`config.mk`:
```
export PLATFORM = sky130hd
export DESIGN_NAME = regfile_multiport
export DESIGN_NICKNAME = d
export VERILOG_FILES = /design/src/rtl/regfile_multiport_pkg.sv /design/src/rtl/regfile_read_port.sv /design/src/rtl/regfile_multiport.sv
export SDC_FILE = /design/constraint.sdc
export NUM_CORES = 2
export LEC_CHECK = 0
export CORE_MARGIN = 2
export CORE_UTILIZATION = 45
export DETAILED_ROUTE_END_ITERATION = 12
export SKIP_CTS_REPAIR_TIMING = 1
export SYNTH_ARGS = -nofsm -noshare
export SYNTH_HDL_FRONTEND = slang
export SYNTH_SLANG_ARGS = --single-unit
```
`constraint.sdc`:
```
create_clock -name clk -period 73.5 [get_ports clk]
set_input_delay 14.7 -clock clk [delete_from_list [all_inputs] [get_ports clk]]
set_output_delay 14.7 -clock clk [all_outputs]
set_load 0.03 [all_outputs]
```
`src/rtl/regfile_multiport_pkg.sv`:
```
// rtl/regfile_multiport_pkg.sv - shared types and constants for the multiport register file
// Purpose: default geometry, address/strobe typedefs and well-known register indices.
// Ports: none (package).
package regfile_multiport_pkg;

    localparam int RF_DATA_W   = 32;
    localparam int RF_NUM_REGS = 32;
    localparam int RF_ADDR_W   = $clog2(RF_NUM_REGS);

    localparam int REG_ZERO = 0;
    localparam int REG_V0   = 2;

    typedef logic [RF_ADDR_W-1:0] regaddr_t;

    typedef enum logic [1:0] {
        SIZE_BYTE = 2'd0,
        SIZE_HALF = 2'd1,
        SIZE_WORD = 2'd2
    } size_t;

    typedef logic [RF_DATA_W/8-1:0] strobe_t;

endpackage

```
`src/rtl/regfile_read_port.sv`:
```
// rtl/regfile_read_port.sv - one combinational read port with r0 forcing and optional write bypass
// Purpose: selects one register, forces address 0 (and reset) to zero and, when
//          REGFILE_WRITE_BYPASS_EN is defined, overlays same-cycle write bytes.
// Ports:
//   i_reset                 asynchronous reset level, forces output to zero
//   i_addr                  register address to read
//   i_regs                  current storage contents
//   i_wr_en/addr/strobe/data write-port view (only with REGFILE_WRITE_BYPASS_EN)
//   o_data                  read result
module regfile_read_port
    import regfile_multiport_pkg::*;
#(
    parameter int DATA_W   = 32,
    parameter int NUM_REGS = 32,
    parameter int ADDR_W   = 5
`ifdef REGFILE_WRITE_BYPASS_EN
    ,
    parameter int NUM_WRITE = 2
`endif
) (
    input  logic                          i_reset,
    input  logic [ADDR_W-1:0]             i_addr,
    input  logic [DATA_W-1:0]             i_regs [NUM_REGS],
`ifdef REGFILE_WRITE_BYPASS_EN
    input  logic [NUM_WRITE-1:0]          i_wr_en,
    input  logic [NUM_WRITE*ADDR_W-1:0]   i_wr_addr,
    input  logic [NUM_WRITE*DATA_W/8-1:0] i_wr_strobe,
    input  logic [NUM_WRITE*DATA_W-1:0]   i_wr_data,
`endif
    output logic [DATA_W-1:0]             o_data
);

    logic [DATA_W-1:0] w_merged;

    always_comb begin
        w_merged = i_regs[i_addr];
`ifdef REGFILE_WRITE_BYPASS_EN
        // Ascending port order lets port 1 overwrite port 0 on shared bytes,
        // matching the merge applied to storage at the edge.
        for (int w = 0; w < NUM_WRITE; w++) begin
            if (i_wr_en[w] && (i_wr_addr[w*ADDR_W +: ADDR_W] == i_addr)) begin
                for (int b = 0; b < DATA_W/8; b++) begin
                    if (i_wr_strobe[w*(DATA_W/8) + b]) begin
                        w_merged[b*8 +: 8] = i_wr_data[w*DATA_W + b*8 +: 8];
                    end
                end
            end
        end
`endif
    end

    assign o_data = (i_reset || (i_addr == ADDR_W'(REG_ZERO))) ? '0 : w_merged;

endmodule

```
`src/rtl/regfile_multiport.sv`:
```
// rtl/regfile_multiport.sv - NUM_REGS x DATA_W register file, NUM_READ reads, NUM_WRITE byte-strobed writes
// Purpose: CPU register file between decode (reads) and writeback (writes), with a
//          fixed debug read of DEBUG_REG. Optional macro: REGFILE_WRITE_BYPASS_EN.
// Ports:
//   clk             rising-edge clock
//   reset_i         asynchronous active-high reset, clears all registers
//   read_addr_i     packed read addresses, port k at [k*ADDR_W +: ADDR_W]
//   read_data_o     packed read data, port k at [k*DATA_W +: DATA_W]
//   write_enable_i  per-port write enable
//   write_addr_i    packed write addresses
//   write_strobe_i  packed per-port byte strobes
//   write_data_i    packed write data
//   debug_data_o    contents of DEBUG_REG
module regfile_multiport
    import regfile_multiport_pkg::*;
#(
    parameter int DATA_W    = 32,
    parameter int NUM_REGS  = 32,
    parameter int ADDR_W    = $clog2(NUM_REGS),
    parameter int NUM_READ  = 2,
    parameter int NUM_WRITE = 2,
    parameter int DEBUG_REG = REG_V0
) (
    input  logic                          clk,
    input  logic                          reset_i,
    input  logic [NUM_READ*ADDR_W-1:0]    read_addr_i,
    output logic [NUM_READ*DATA_W-1:0]    read_data_o,
    input  logic [NUM_WRITE-1:0]          write_enable_i,
    input  logic [NUM_WRITE*ADDR_W-1:0]   write_addr_i,
    input  logic [NUM_WRITE*DATA_W/8-1:0] write_strobe_i,
    input  logic [NUM_WRITE*DATA_W-1:0]   write_data_i,
    output logic [DATA_W-1:0]             debug_data_o
);

    localparam int BYTES = DATA_W / 8;

    logic [DATA_W-1:0] r_regs [NUM_REGS];
    logic [DATA_W-1:0] w_port_data [NUM_READ+1];

    // Later ports are applied after earlier ones, so port 1 wins shared bytes.
    always_ff @(posedge clk or posedge reset_i) begin
        if (reset_i) begin
            for (int i = 0; i < NUM_REGS; i++) begin
                r_regs[i] <= '0;
            end
        end else begin
            for (int w = 0; w < NUM_WRITE; w++) begin
                if (write_enable_i[w] &&
                    (write_addr_i[w*ADDR_W +: ADDR_W] != ADDR_W'(REG_ZERO))) begin
                    for (int b = 0; b < BYTES; b++) begin
                        if (write_strobe_i[w*BYTES + b]) begin
                            r_regs[write_addr_i[w*ADDR_W +: ADDR_W]][b*8 +: 8]
                                <= write_data_i[w*DATA_W + b*8 +: 8];
                        end
                    end
                end
            end
        end
    end

    // Instance NUM_READ is the debug read of DEBUG_REG.
    for (genvar k = 0; k <= NUM_READ; k++) begin : g_rd
        logic [ADDR_W-1:0] w_addr;

        if (k < NUM_READ) begin : g_port
            assign w_addr = read_addr_i[k*ADDR_W +: ADDR_W];
            assign read_data_o[k*DATA_W +: DATA_W] = w_port_data[k];
        end else begin : g_dbg
            assign w_addr = ADDR_W'(DEBUG_REG);
        end

        regfile_read_port #(
            .DATA_W   (DATA_W),
            .NUM_REGS (NUM_REGS),
            .ADDR_W   (ADDR_W)
`ifdef REGFILE_WRITE_BYPASS_EN
            ,
            .NUM_WRITE(NUM_WRITE)
`endif
        ) u_rd (
            .i_reset    (reset_i),
            .i_addr     (w_addr),
            .i_regs     (r_regs),
`ifdef REGFILE_WRITE_BYPASS_EN
            .i_wr_en    (write_enable_i),
            .i_wr_addr  (write_addr_i),
            .i_wr_strobe(write_strobe_i),
            .i_wr_data  (write_data_i),
`endif
            .o_data     (w_port_data[k])
        );
    end

    assign debug_data_o = w_port_data[NUM_READ];

endmodule

```
=== After elaboration in Yosys (flattened, before gate mapping) ===
Cells that the tools add are included.

* Flip-flop bits (word level): 1024
* Input port bits: 96
* Output and inout bits: 96
* Logic and storage cells: 101

* Order comparisons: 6
* Mux-type cells: 49
* Bitwise operators: 4
* Reductions and logical operators: 10

{| class="wikitable"
|+ Operator list
! operator !! number
|-
| 1024-bit two-way mux || 16
|-
| 1024-bit bitwise mux || 8
|-
| 32-bit demux with 5-bit select || 8
|-
| 32-bit binary-select mux with 5-bit select || 2
|-
| 32-bit two-way mux || 9
|-
| 24-bit two-way mux || 2
|-
| 16-bit two-way mux || 2
|-
| 6-bit >= comparator, second input constant || 4
|-
| 5-bit NOT with 6-bit output || 4
|-
| 8-bit two-way mux || 2
|-
| 6-bit by 1-bit < comparator with 1-bit output, second input constant || 2
|-
| 5-bit logical NOT || 2
|-
| 5-bit nonzero test || 2
|-
| 1-bit logical AND || 4
|-
| 1-bit logical OR || 2
|}

=== Logic depth before layout (Yosys ltp) ===
* Word-level depth: 29
* Mapped depth: 9
* Depth with buffers taken out: 4

=== Cells and area by module ===
Synthesis repeated with hierarchy kept, for this count alone.

* Cell total of the unflattened synthesis: 7571
* Area total of the unflattened synthesis: 73988.5 um^2

{| class="wikitable"
|+ By module, submodules not included
! module !! instances !! cells an instance !! area each (um^2) !! sequential area each (um^2)
|-
| regfile_multiport || 1 || 5063 || 48704.2 || 25624.6
|-
| regfile_read_port || 3 || 836 || 8428.1 || 0.0
|}

=== Worst setup path before layout ===
OpenSTA, ideal clock, no wires.

* Path kind: input -> output
* Start point: input port read_addr_i[0]
* End point: output port read_data_o[11]
* Arrival: 16.494 ns
* Data required time: 58.800 ns
* Path slack: 42.306 ns
* Stages on the path: 5
* Buffers on the path: 2
* Cells stage by stage: clkbuf_1 > buf_1 > mux4_2 > a22oi_1 > nand4_1

* Longest elaborated chain between the ends: 5
* Elaborated cells between the ends (all ways): 7
* Classes of those cells: 4 x mux; 1 x bitwise; 2 x reduce/logical

{| class="wikitable"
|+ Ends and longest elaborated chain
! element !! line !! source
|-
| start: declaration || regfile_multiport.sv:26 || <nowiki>input logic [NUM_READ*ADDR_W-1:0] read_addr_i,</nowiki>
|-
| 5-bit NOT with 6-bit output (implied by the code) || regfile_read_port.sv:36 || <nowiki>w_merged = i_regs[i_addr];</nowiki>
|-
| 32-bit binary-select mux with 5-bit select || regfile_read_port.sv:36 ||
|-
| 32-bit two-way mux (implied by the code) (2 in series) || regfile_read_port.sv:36 ||
|-
| 32-bit two-way mux (*) || regfile_read_port.sv:52 || <nowiki>assign o_data = (i_reset || (i_addr == ADDR_W'(REG_ZERO))) ? '0 : w_merged;</nowiki>
|-
| end: declaration || regfile_multiport.sv:27 || <nowiki>output logic [NUM_READ*DATA_W-1:0] read_data_o,</nowiki>
|}

Every way passes the cells marked *; elsewhere a longest branch is shown, timed or not. The select of a mux whose other input is x is not followed.

=== Final worst setup path ===
* Start point: input port read_addr_i[6]
* End point: output port read_data_o[34]

Same word-level chain as after synthesis.

==> summary.md <==
| Metric | Value |
|---|---|
| Routability cong. | 0.962 |
| Synth warn | 0 |
| Final Hold Fails | 0 |
| Antenna Violating Nets Remaining | 0 |
| Worst R2R Start | r_regs[948] |
| Final setup TNS | 0 ps |
| # fillers | ~13000 |
| Tcrit/Tclk final | 46.0% |
| Layout Skew | 0 ps |
| Commonest cells in the netlist | mux2i_1, dfrtp_1, a21oi_1, nor2_1, nand2_1 |
| RSZ-0062 raised after global routing | no |
| Synth area leader | dfrtp_1 |
| First-pass GRT wire length | 380000 µm |
| Seq/Total Area, Yosys | 39.5% |
| Max stage delay cell, worst path | buf_4 |
| Hold WC Path Type | register to register |
| Worst slew margin | approximately 2.7% |
| CTS Sinks | 1024 |
| Area of the mapped netlist | around 0.065 mm² |
| Latest clock arrival within the worst-skew pair | 750 ps |
| Logic pwr share | 23.9% |
| Max reg flops | a little over 1000 |
| Total Wirelength | 263000 µm |
| Worst stage delay on the critical path | about 840 ps |
| Worst Setup End Kind | output pin |
| Hold Path End | r_regs[1003] |
| Syn_nets | 6645 |
| Final worst path period need | 33780 ps |
| CP arrival | approximately 19000 ps |
| Switch share | between 30% and 40% |
| R2R Setup Slk | between 70000 and 80000 ps |
| Pre-antenna DRT Iters | 6 |
| CTS tree | built |
| Nets | roughly 6500 |
| Reg2Reg Depth | 2 |
| Most used DFF post-synth | dfrtp_1 |
| Die Footprint | 0.147 mm² |
| Synth top area share | 39.5% |
| Crit-path cells | buf_8 > buf_12 > buf_4 > mux4_2 > a22o_1 > a31oi_1 > nand4_1 > clkdlybuf4s50_1 |
| Cells after synthesis | 6549 |
| Worst-Margin Slew | 1460 ps |
| Power per cell area | between 20 and 30 mW/mm² |
| Vias in the first global route | 51992 |
| EDFF count, synth | 0 |
| Placement Rows | approximately 140 |
| DPL Wire Length | about 170000 µm |
| CTS Root Cell | clkbuf_16 |
| Inst Count DP | between 8000 and 9000 |
| Vias per Instance | between 6 and 7 |
| Synth cell types | 51 |
| Pin count of the biggest net entering global routing | roughly 180 |
| Routed WL per cell | 31.4 µm |
| Overall routing resource usage | 35.0% |
| Maximum fanout along the worst path | roughly 100 |
| Hold Path Depth | 0 |
| Type of the worst setup path | input port to output pin |
| Layout cells sized above 1 | between 10% and 20% |
| # port buffers | roughly 190 |
| Worst setup SP type | input port |
| Clk pin slew, worst setup/hold paths | ~60 ps |
| Top-count cell post-synth | mux2i_1 |
| Switching Power | approximately 630 µW |
| Top flop regs | r_regs (1024) |
| Synth area leaders | dfrtp_1, mux2i_1, mux4_2 |
| Chip height | roughly 380 µm |
| Most flops, register | r_regs |
| Register bit total from synthesis | roughly 1000 |
| Remaining routing DRC violations | 0 |
| FMAX | approximately 30 MHz |
| Die width | 384 µm |
| Core area | roughly 0.14 mm² |
| Total gr overflow | 0 |
| Htree depth | 3 |
| WP data required | around 59000 ps |
| Layout area overhead | 11.2% |
| Leakage | roughly 32 nW |
| Pins Over Slew Limit | 0 |
| Sequential share of power | roughly 43% |
| Num CTS Buffers | 117 |
| Avg Inst Size Synth | between 9 and 10 µm² |
| Bufs on Longest Clock Path | 3 |
| Final setup viols | 0 |
| Via count | 55149 |
| Layout Cells excl Fill | between 8000 and 9000 |
| Worst reg2reg endpoint | r_regs[948] |
| I/O pins | 192 |
| Outcome | finished clean |
| Post-synthesis async set-or-reset flop share | between 90% and 100% |
| Max VDD drop | roughly 0.019 mV |
| Antenna violations before repair | 22 |
| Min-delay src | r_regs[1003] |
| Int Power | ~1.3 mW |
| Initial Util | 45.3% |
| DRT iter0 DRCs | 7941 |
| Max-Cap Viols | 0 |
| Clock power share | about a third |
-- area by class of cell --
class,count,area [µm²],share of cell area (%)
tap,1903,2380,3.30
clock inverter,45,696,0.964
multi-input combinational,4867,36800,51.1
clock buffer,171,3460,4.80
timing repair buffer,353,3110,4.31
sequential,1024,25600,35.5
inverter,2,15.0,0.0208
antenna,13,32.5,0.0451
-- per-stage QoR --
stage / setup WS [ps] / power, mW / hold WS (ps) / utilization [%] / instance area, µm²
after floorplan: 29470 / 1.11 / 441 / - / 64900
after global placement: 39920 / 1.26 / 376 / 47.4 / 68000
after detailed placement: 39880 / 1.28 / 383 / 47.4 / 68000
after CTS: 39850 / 1.92 / 397 / 50.3 / 72100
after global routing: 39680 / 2.00 / 411 / 50.3 / 72100
final: 39720 / 1.93 / 393 / 50.4 / 72200
-- power by group through the flow --
stage	sequential (mW)	combinational, mW	clock [mW]
after floorplan	0.781	0.333	0
after global placement	0.818	0.445	0
after detailed placement	0.823	0.452	0
after CTS	0.815	0.452	0.648
after global routing	0.835	0.494	0.671
final	0.820	0.460	0.646
-- worst max path at each step --
| stage | slack (ps) | from | to | cells after the start |
|---|---|---|---|---|
| 2_1_floorplan | 29470 | reset_i | r_regs[0] | 4 |
| 3_3_place_gp | 39920 | read_addr_i[6] | read_data_o[34] | 8 |
| 3_5_place_dp | 39880 | read_addr_i[6] | read_data_o[34] | 8 |
| 4_1_cts | 39850 | read_addr_i[6] | read_data_o[34] | 8 |
| 5_1_grt | 39680 | read_addr_i[6] | read_data_o[34] | 8 |
| 6_report | 39720 | read_addr_i[6] | read_data_o[34] | 8 |
-- worst max-delay path: cells and delay by family --
kind | cells | cell delay (ps)
AO/OA/AOI/OAI | 2 | 540
AND/OR/NAND/NOR | 1 | 260
multiplexers | 1 | 590
buffers and inverters | 4 | 2670
-- kinds of logic (layout without fill, tap and decap cells) --
logic type	after synthesis	after routing	synth area share, %
mux	1784	1784	32.0
flops	1024	1024	39.5
buf+inv	658	571	4.11
compound gates	1395	1395	12.1
simple gates	1688	1688	12.3
other cells	0	13	0
-- metal layers --
| metal | vias to the layer above | part of all wire, % | global-route usage (%) |
|---|---|---|---|
| li1 | 23523 | - | - |
| met1 | 27222 | 40 | 47.6 |
| met2 | 3631 | 43 | 51.5 |
| met3 | 751 | 12 | 9.88 |
| met4 | 22 | 5.1 | 16.5 |
| met5 | - | 0.059 | 0.877 |
-- cell usage in the layout (no fill, tap or decap), types with 10 or more instances in the layout --
master | synthesis | routed
a22oi_1 | 264 | 264
a22o_1 | 25 | 25
nand4b_1 | 17 | 17
nand2_1 | 550 | 550
clkdlybuf4s50_1 | 0 | 167
nand4bb_1 | 14 | 13
nor2_2 | 20 | 21
a31oi_1 | 31 | 31
o21ai_1 | 213 | 213
mux2i_1 | 1552 | 1552
nor2b_1 | 48 | 39
o21ai_0 | 171 | 171
and4b_1 | 17 | 17
dfrtp_1 | 1024 | 1024
buf_2 | 141 | 17
nor2_1 | 666 | 660
diode_2 | 0 | 13
nand4_1 | 86 | 86
nor2_4 | 34 | 39
clkbuf_1 | 481 | 23
mux4_2 | 232 | 232
clkbuf_16 | 0 | 119
buf_4 | 6 | 159
clkinv_2 | 0 | 21
bufinv_16 | 0 | 18
a21oi_1 | 672 | 672
clkbuf_8 | 0 | 29
a32oi_1 | 10 | 10
nand3_1 | 154 | 154
Power figures use the tool's default switching activity.
